--- src/rtl/apb_slave_regfile.sv ---
// apb_slave_regfile: APB completer with a bank of 8-bit registers, programmable wait states and reg 0 as ctrl_out.
// Define APB_SLV_PSLVERR_EN to add the registered PSLVERR response for addresses >= NUM_REGS.
module apb_slave_regfile #(
   parameter int NUM_REGS    = 16,
   parameter int WAIT_CYCLES = 1
) (
   input  logic       PCLK,
   input  logic       PRESETn,
   input  logic       PSELx,
   input  logic       PENABLE,
   input  logic       PWRITE,
   input  logic [7:0] PADDR,
   input  logic [7:0] PWDATA,
   output logic [7:0] PRDATA,
   output logic       PREADY,
`ifdef APB_SLV_PSLVERR_EN
   output logic       PSLVERR,
`endif
   output logic [7:0] ctrl_out
);
   localparam logic [1:0] ST_IDLE  = 2'd0;
   localparam logic [1:0] ST_WAIT  = 2'd1;
   localparam logic [1:0] ST_READY = 2'd2;
   localparam logic [3:0] CNT_INIT = 4'(WAIT_CYCLES);

   logic [1:0] state_q, state_d;
   logic [7:0] addr_q, addr_d;
   logic       wr_q, wr_d;
   logic [3:0] cnt_q, cnt_d;
   logic       ready_q, ready_d;
   logic [7:0] rdata_q, rdata_d;
   logic [7:0] regs_q [NUM_REGS];
   logic [7:0] regs_d [NUM_REGS];
`ifdef APB_SLV_PSLVERR_EN
   logic       err_q, err_d;
`endif

   logic       go_ready;
   logic       in_range;
   logic       lk_wr;
   logic [7:0] lk_addr;
   logic [7:0] rd_val;

   // With zero wait states READY is entered on the setup edge, so the lookup must use the live bus.
   assign lk_addr  = (state_q == ST_IDLE) ? PADDR : addr_q;
   assign lk_wr    = (state_q == ST_IDLE) ? PWRITE : wr_q;
   assign in_range = {1'b0, lk_addr} < 9'(NUM_REGS);

   always_comb begin
      rd_val = 8'h00;
      for (int i = 0; i < NUM_REGS; i++)
         if (lk_addr == 8'(i)) rd_val = regs_q[i];
   end

   always_comb begin
      state_d  = state_q;
      addr_d   = addr_q;
      wr_d     = wr_q;
      cnt_d    = cnt_q;
      ready_d  = ready_q;
      rdata_d  = rdata_q;
      regs_d   = regs_q;
      go_ready = 1'b0;
`ifdef APB_SLV_PSLVERR_EN
      err_d    = err_q;
`endif
      if (state_q == ST_IDLE) begin
         if (PSELx && !PENABLE) begin
            addr_d   = PADDR;
            wr_d     = PWRITE;
            cnt_d    = CNT_INIT;
            go_ready = (WAIT_CYCLES == 0);
            state_d  = (WAIT_CYCLES == 0) ? ST_READY : ST_WAIT;
         end
      end else if (!PSELx) begin
         state_d = ST_IDLE;
         ready_d = 1'b0;
         rdata_d = 8'h00;
`ifdef APB_SLV_PSLVERR_EN
         err_d   = 1'b0;
`endif
      end else if (state_q == ST_WAIT) begin
         if (PENABLE) begin
            cnt_d = (cnt_q != 4'd0) ? cnt_q - 4'd1 : cnt_q;
            if (cnt_q <= 4'd1) begin
               state_d  = ST_READY;
               go_ready = 1'b1;
            end
         end
      end else if (PENABLE && ready_q) begin
         for (int i = 0; i < NUM_REGS; i++)
            if (wr_q && addr_q == 8'(i)) regs_d[i] = PWDATA;
         state_d = ST_IDLE;
         ready_d = 1'b0;
         rdata_d = 8'h00;
`ifdef APB_SLV_PSLVERR_EN
         err_d   = 1'b0;
`endif
      end
      if (go_ready) begin
         ready_d = 1'b1;
         rdata_d = (lk_wr || !in_range) ? 8'h00 : rd_val;
`ifdef APB_SLV_PSLVERR_EN
         err_d   = !in_range;
`endif
      end
   end

   always_ff @(posedge PCLK or negedge PRESETn) begin
      if (!PRESETn) begin
         state_q <= ST_IDLE;
         addr_q  <= 8'h00;
         wr_q    <= 1'b0;
         cnt_q   <= 4'd0;
         ready_q <= 1'b0;
         rdata_q <= 8'h00;
         for (int i = 0; i < NUM_REGS; i++) regs_q[i] <= 8'h00;
`ifdef APB_SLV_PSLVERR_EN
         err_q   <= 1'b0;
`endif
      end else begin
         state_q <= state_d;
         addr_q  <= addr_d;
         wr_q    <= wr_d;
         cnt_q   <= cnt_d;
         ready_q <= ready_d;
         rdata_q <= rdata_d;
         regs_q  <= regs_d;
`ifdef APB_SLV_PSLVERR_EN
         err_q   <= err_d;
`endif
      end
   end

   assign PRDATA   = rdata_q;
   assign PREADY   = ready_q;
   assign ctrl_out = regs_q[0];
`ifdef APB_SLV_PSLVERR_EN
   assign PSLVERR  = err_q;
`endif
endmodule

--- config.mk ---
export PLATFORM = sky130hd
export DESIGN_NAME = apb_slave_regfile
export DESIGN_NICKNAME = d
export VERILOG_FILES = /design/src/rtl/apb_slave_regfile.sv
export SDC_FILE = /design/constraint.sdc
export NUM_CORES = 1
export LEC_CHECK = 0
export BUFFER_PORTS_ARGS = -buffer_cell sky130_fd_sc_hd__buf_2
export CAP_MARGIN = 20
export CORE_MARGIN = 2
export CORE_UTILIZATION = 35
export CTS_CLUSTER_DIAMETER = 30
export DETAILED_ROUTE_END_ITERATION = 8
export GPL_TIMING_DRIVEN = 0
export SYNTH_ARGS = -nofsm -noshare
export SYNTH_HDL_FRONTEND = slang
export SYNTH_SLANG_ARGS = --single-unit
--- constraint.sdc ---
create_clock -name PCLK -period 3.3 [get_ports PCLK]
set_input_delay 0.33 -clock PCLK [delete_from_list [all_inputs] [get_ports PCLK]]
set_output_delay 0.33 -clock PCLK [all_outputs]
set_load 0.01 [all_outputs]
==> results.txt <==
----------------------------------------------------
[Outcome]
  Result of the run ... finished clean

[STA]
  Final hold vios ... 0
  Worst setup skew after layout ... 11.1 ps
  Post-route worst hold slack ... 135 ps
  Share of the clock period used by the worst path ... 0.949
  Unrepaired setup endpoints after global routing ... no
  Number of slew-limit violations in the final report ... 0
  Smallest setup slack after layout ... 169 ps
  Peak Freq ... 319 MHz
  Total of endpoints with negative setup slack in the final report ... 0
  Total negative slack ... 0 ps
  Worst Tran Pin Value ... 1090 ps
  Clock period minus worst slack ... 3130 ps
  Rel. slew slack ... 0.267

[Detailed routing]
  Count of unresolved DRC violations after routing ... 0
  Vias/cell ... 5.77
  Number of design-rule violations left by the first detailed-router iteration ... 481
  DRT Pass-1 Iters ... 5
  Wire length reported by the detailed router ... 20900 um
  Count of vias placed by the detailed router ... 5438
  Count of nets left with antenna violations after detail routing ... 0
  Average wire per standard cell ... 22.2 um

[Floorplan]
  Height of the die ... 149 um
  Horizontal die dimension ... 149 um
  Floorplan row count ... 52
  Top-level I/O count ... 38
  Starting utilization of the core area ... 0.359
  Area of the core ... 20400 um2
  Die footprint ... 22100 um2

[Critical path]
  Cell type of the slowest stage on the worst timing path ... sky130_fd_sc_hd__nor3_2
  Delay of the slowest critical-path stage ... 890 ps
  WP data arrival ... 3450 ps
  Crit Path Class ... reg2reg
  Critical Path Fanout Max ... 8
  Slack of the worst reg-to-reg path ... 170 ps
  Startpoint Class ... flop
  Type of element capturing the critical path ... flop
  CP Data Required Time ... 3620 ps
  Cell class contributing the biggest share of worst-path delay ... simple AND/OR/NAND/NOR gates
  Worst path buffer plus inverter count ... 1
  CP Cell Sequence ... or4_4 -> or3_4 -> inv_1 -> nand3b_1 -> nor3_2 -> mux2_2

[Global routing]
  Largest net degree at the start of global routing ... 80
  GRT Resource Usage Total ... 0.196
  Wire length of the first global-routing pass ... 32200 um
  Global route overflow ... 0
  Initial antenna violation count ... 0
  Via count of the first global-routing pass ... 5547

[Final layout]
  N_diodes ... 0
  Share of final-layout standard cells stronger than drive strength 1 ... 0.394
  Final-stage net count ... 686
  Number of non-filler instances in the completed layout ... 943
  Final standard cell utilization of the core ... 0.424
  Non-Filler Cell Area, Final ... 8670 um2
  Layout area overhead ... 18.2%
  Filler Cells Inserted ... 1925

[CTS]
  TritonCTS clock tree ... done
  Number of buffers on the longest clock path ... 2
  H-tree level count ... 4
  Number of buffers inserted during clock tree synthesis ... 17
  # clock sinks ... 152
  Source-to-sink clock delay at the later pin of the worst-skew pair ... 440 ps
  Clock transition at the register clock pins on the worst setup and hold paths after CTS ... 60 ps
  Root buf cell ... sky130_fd_sc_hd__clkbuf_16

[Power and ir drop]
  Sequential group share of total power ... 0.406
  Switching share of power ... 0.304
  Power density over cell area ... 587 nW/um2
  Power Internal ... 3.55 mW
  Sw Pwr ... 1.55 mW
  IR drop worst, VDD ... 412 uV
  Power share of the clock group ... 0.399
  Leak ... 4.12 nW
  Part of the power in combinational logic ... 0.195
  Final total power ... 5.09 mW

[Yosys]
  Most frequently used cell type in the post-synthesis netlist ... sky130_fd_sc_hd__dfrtp_1
  Dominant cells by area after synthesis ... sky130_fd_sc_hd__dfrtp_1 (52%), sky130_fd_sc_hd__mux2_2 (21%), sky130_fd_sc_hd__nand2_1 (1.9%)
  Most instantiated flip-flop cell in the synthesis netlist ... sky130_fd_sc_hd__dfrtp_1
  Synthesized net count ... 618
  Post-synth EDFFs ... 0
  Synth cell count leaders ... sky130_fd_sc_hd__dfrtp_1 (152), sky130_fd_sc_hd__mux2_2 (139), sky130_fd_sc_hd__nand2_1 (38)
  Synth area leader ... sky130_fd_sc_hd__dfrtp_1
  Post-synthesis cell area ... 7330 um2
  Per-instance average area after synthesis ... 12.3 um2
  Synth top area share ... 0.519
  Synth async-reset ratio ... 1.00
  Cells after Synth ... 595
  Unique cell type count in the Yosys netlist ... 69
  Warnings, synthesis ... 0
  Number of storage elements in the synthesis netlist ... 152
  Sequential element share of the synthesized area ... 0.519

[Placement]
  Area of placed instances ... 7900 um2
  Dpl cells ... 904
  RePlAce Congestion ... 0.845
  Worst-case setup slack after placement ... -96.3 ps
  Number of port buffers ... 37
  HPWL after detailed placement ... 14500 um

[Min path]
  Type of the most critical hold path ... in2reg

[Flow run]
  Reported max-cap violation count ... 0

----------------------------------------------------
-- kinds of logic (layout without fill, tap and decap cells) --
kind of cell,Yosys count,after routing,synth area share
flip-flops,152,152,0.519
buffers and inverters,36,114,0.0244
multiplexers,141,141,0.217
XOR/XNOR,2,2,0.00239
AO/OA/AOI/OAI,125,125,0.130
adder cells (fa/ha/maj),2,2,0.00341
AND/OR/NAND/NOR,137,137,0.104
-- placed cells by master (no fill, tap or decap), types with 4 or more instances in the layout --
cell                          n
sky130_fd_sc_hd__o22ai_1     10
sky130_fd_sc_hd__a22o_1      10
sky130_fd_sc_hd__dfrtp_1    152
sky130_fd_sc_hd__a211oi_1     4
sky130_fd_sc_hd__a221oi_1    11
sky130_fd_sc_hd__clkbuf_1    12
sky130_fd_sc_hd__buf_4       18
sky130_fd_sc_hd__a22oi_1     18
sky130_fd_sc_hd__bufinv_16    4
sky130_fd_sc_hd__nor3_1       7
sky130_fd_sc_hd__inv_1        8
sky130_fd_sc_hd__nand3_1     12
sky130_fd_sc_hd__buf_2       44
sky130_fd_sc_hd__nor2_1      21
sky130_fd_sc_hd__nand4_1      7
sky130_fd_sc_hd__a21oi_1     10
sky130_fd_sc_hd__o21ai_0     16
sky130_fd_sc_hd__mux2_2     139
sky130_fd_sc_hd__clkbuf_16   17
sky130_fd_sc_hd__and3_1       7
sky130_fd_sc_hd__nand2_1     38
sky130_fd_sc_hd__nor2_2       4
sky130_fd_sc_hd__a211oi_4     7
sky130_fd_sc_hd__nor2b_1      5
sky130_fd_sc_hd__nand2b_1     6
-- power by group through the flow --
| stage | sequential, mW | clock (mW) | combinational [mW] |
|---|---|---|---|
| 6_report | 2.07 | 2.03 | 0.995 |
| 5_1_grt | 2.08 | 2.15 | 1.07 |
| 4_1_cts | 2.06 | 2.07 | 0.912 |
| 3_5_place_dp | 2.09 | 0 | 0.907 |
| 3_3_place_gp | 2.08 | 0 | 0.871 |
| 2_1_floorplan | 2.07 | 0 | 0.625 |
-- layout make-up --
class | count | area [um2] | area share
sequential | 152 | 3800 | 0.439
buffer | 28 | 149 | 0.0172
tap | 270 | 338 | 0.0390
multi-input combinational | 407 | 3430 | 0.396
inverter | 8 | 30.0 | 0.00346
clock inverter | 11 | 173 | 0.0199
timing repair buffer | 49 | 317 | 0.0365
clock buffer | 18 | 429 | 0.0495
-- metal layers --
layer  vias up  track usage  part of all wire
met5         -            0                 0
li1       2401            -                 -
met1      2815        0.262              0.44
met2       183        0.317              0.48
met4         0       0.0752             0.029
met3        39       0.0410             0.057
-- flip-flops by register name, indices dropped and copies added, names as in the netlist --
signal / count
wr_q: 1
PRDATA: 8
cnt_q: 4
ctrl_out: 8
PREADY: 1
addr_q: 8
state_q: 2
regs_q: 120
-- timing repair --
item / CTS / global route
hold buffers: 1 / 0
setup buffers: 0 / 8
cloned: 0 / 0
resized for setup: 2 / 13
endpoints found under the setup margin: 2 / 8
endpoints found under the hold margin: 78 / 0
pin swaps: 0 / 4
-- final timing paths --
kind | startpoint | cells after the start | endpoint
worst min register to register | PRDATA[2] | 2 | PRDATA[2]
worst min-delay path | PWRITE | 2 | wr_q
worst max register to register | addr_q[4] | 6 | regs_q[108]
worst max-delay path | addr_q[4] | 6 | regs_q[108]
max in group asynchronous | PRESETn | 3 | regs_q[41]
min in group asynchronous | PRESETn | 2 | regs_q[116]
-- worst register-to-register path, delay by kind of cell (launching register included) --
kind          cells  cell delay (ps)
flops             1              400
simple gates      4             2120
buf+inv           1               80
mux               1              420
No activity file was read; power rests on OpenSTA's default activity.
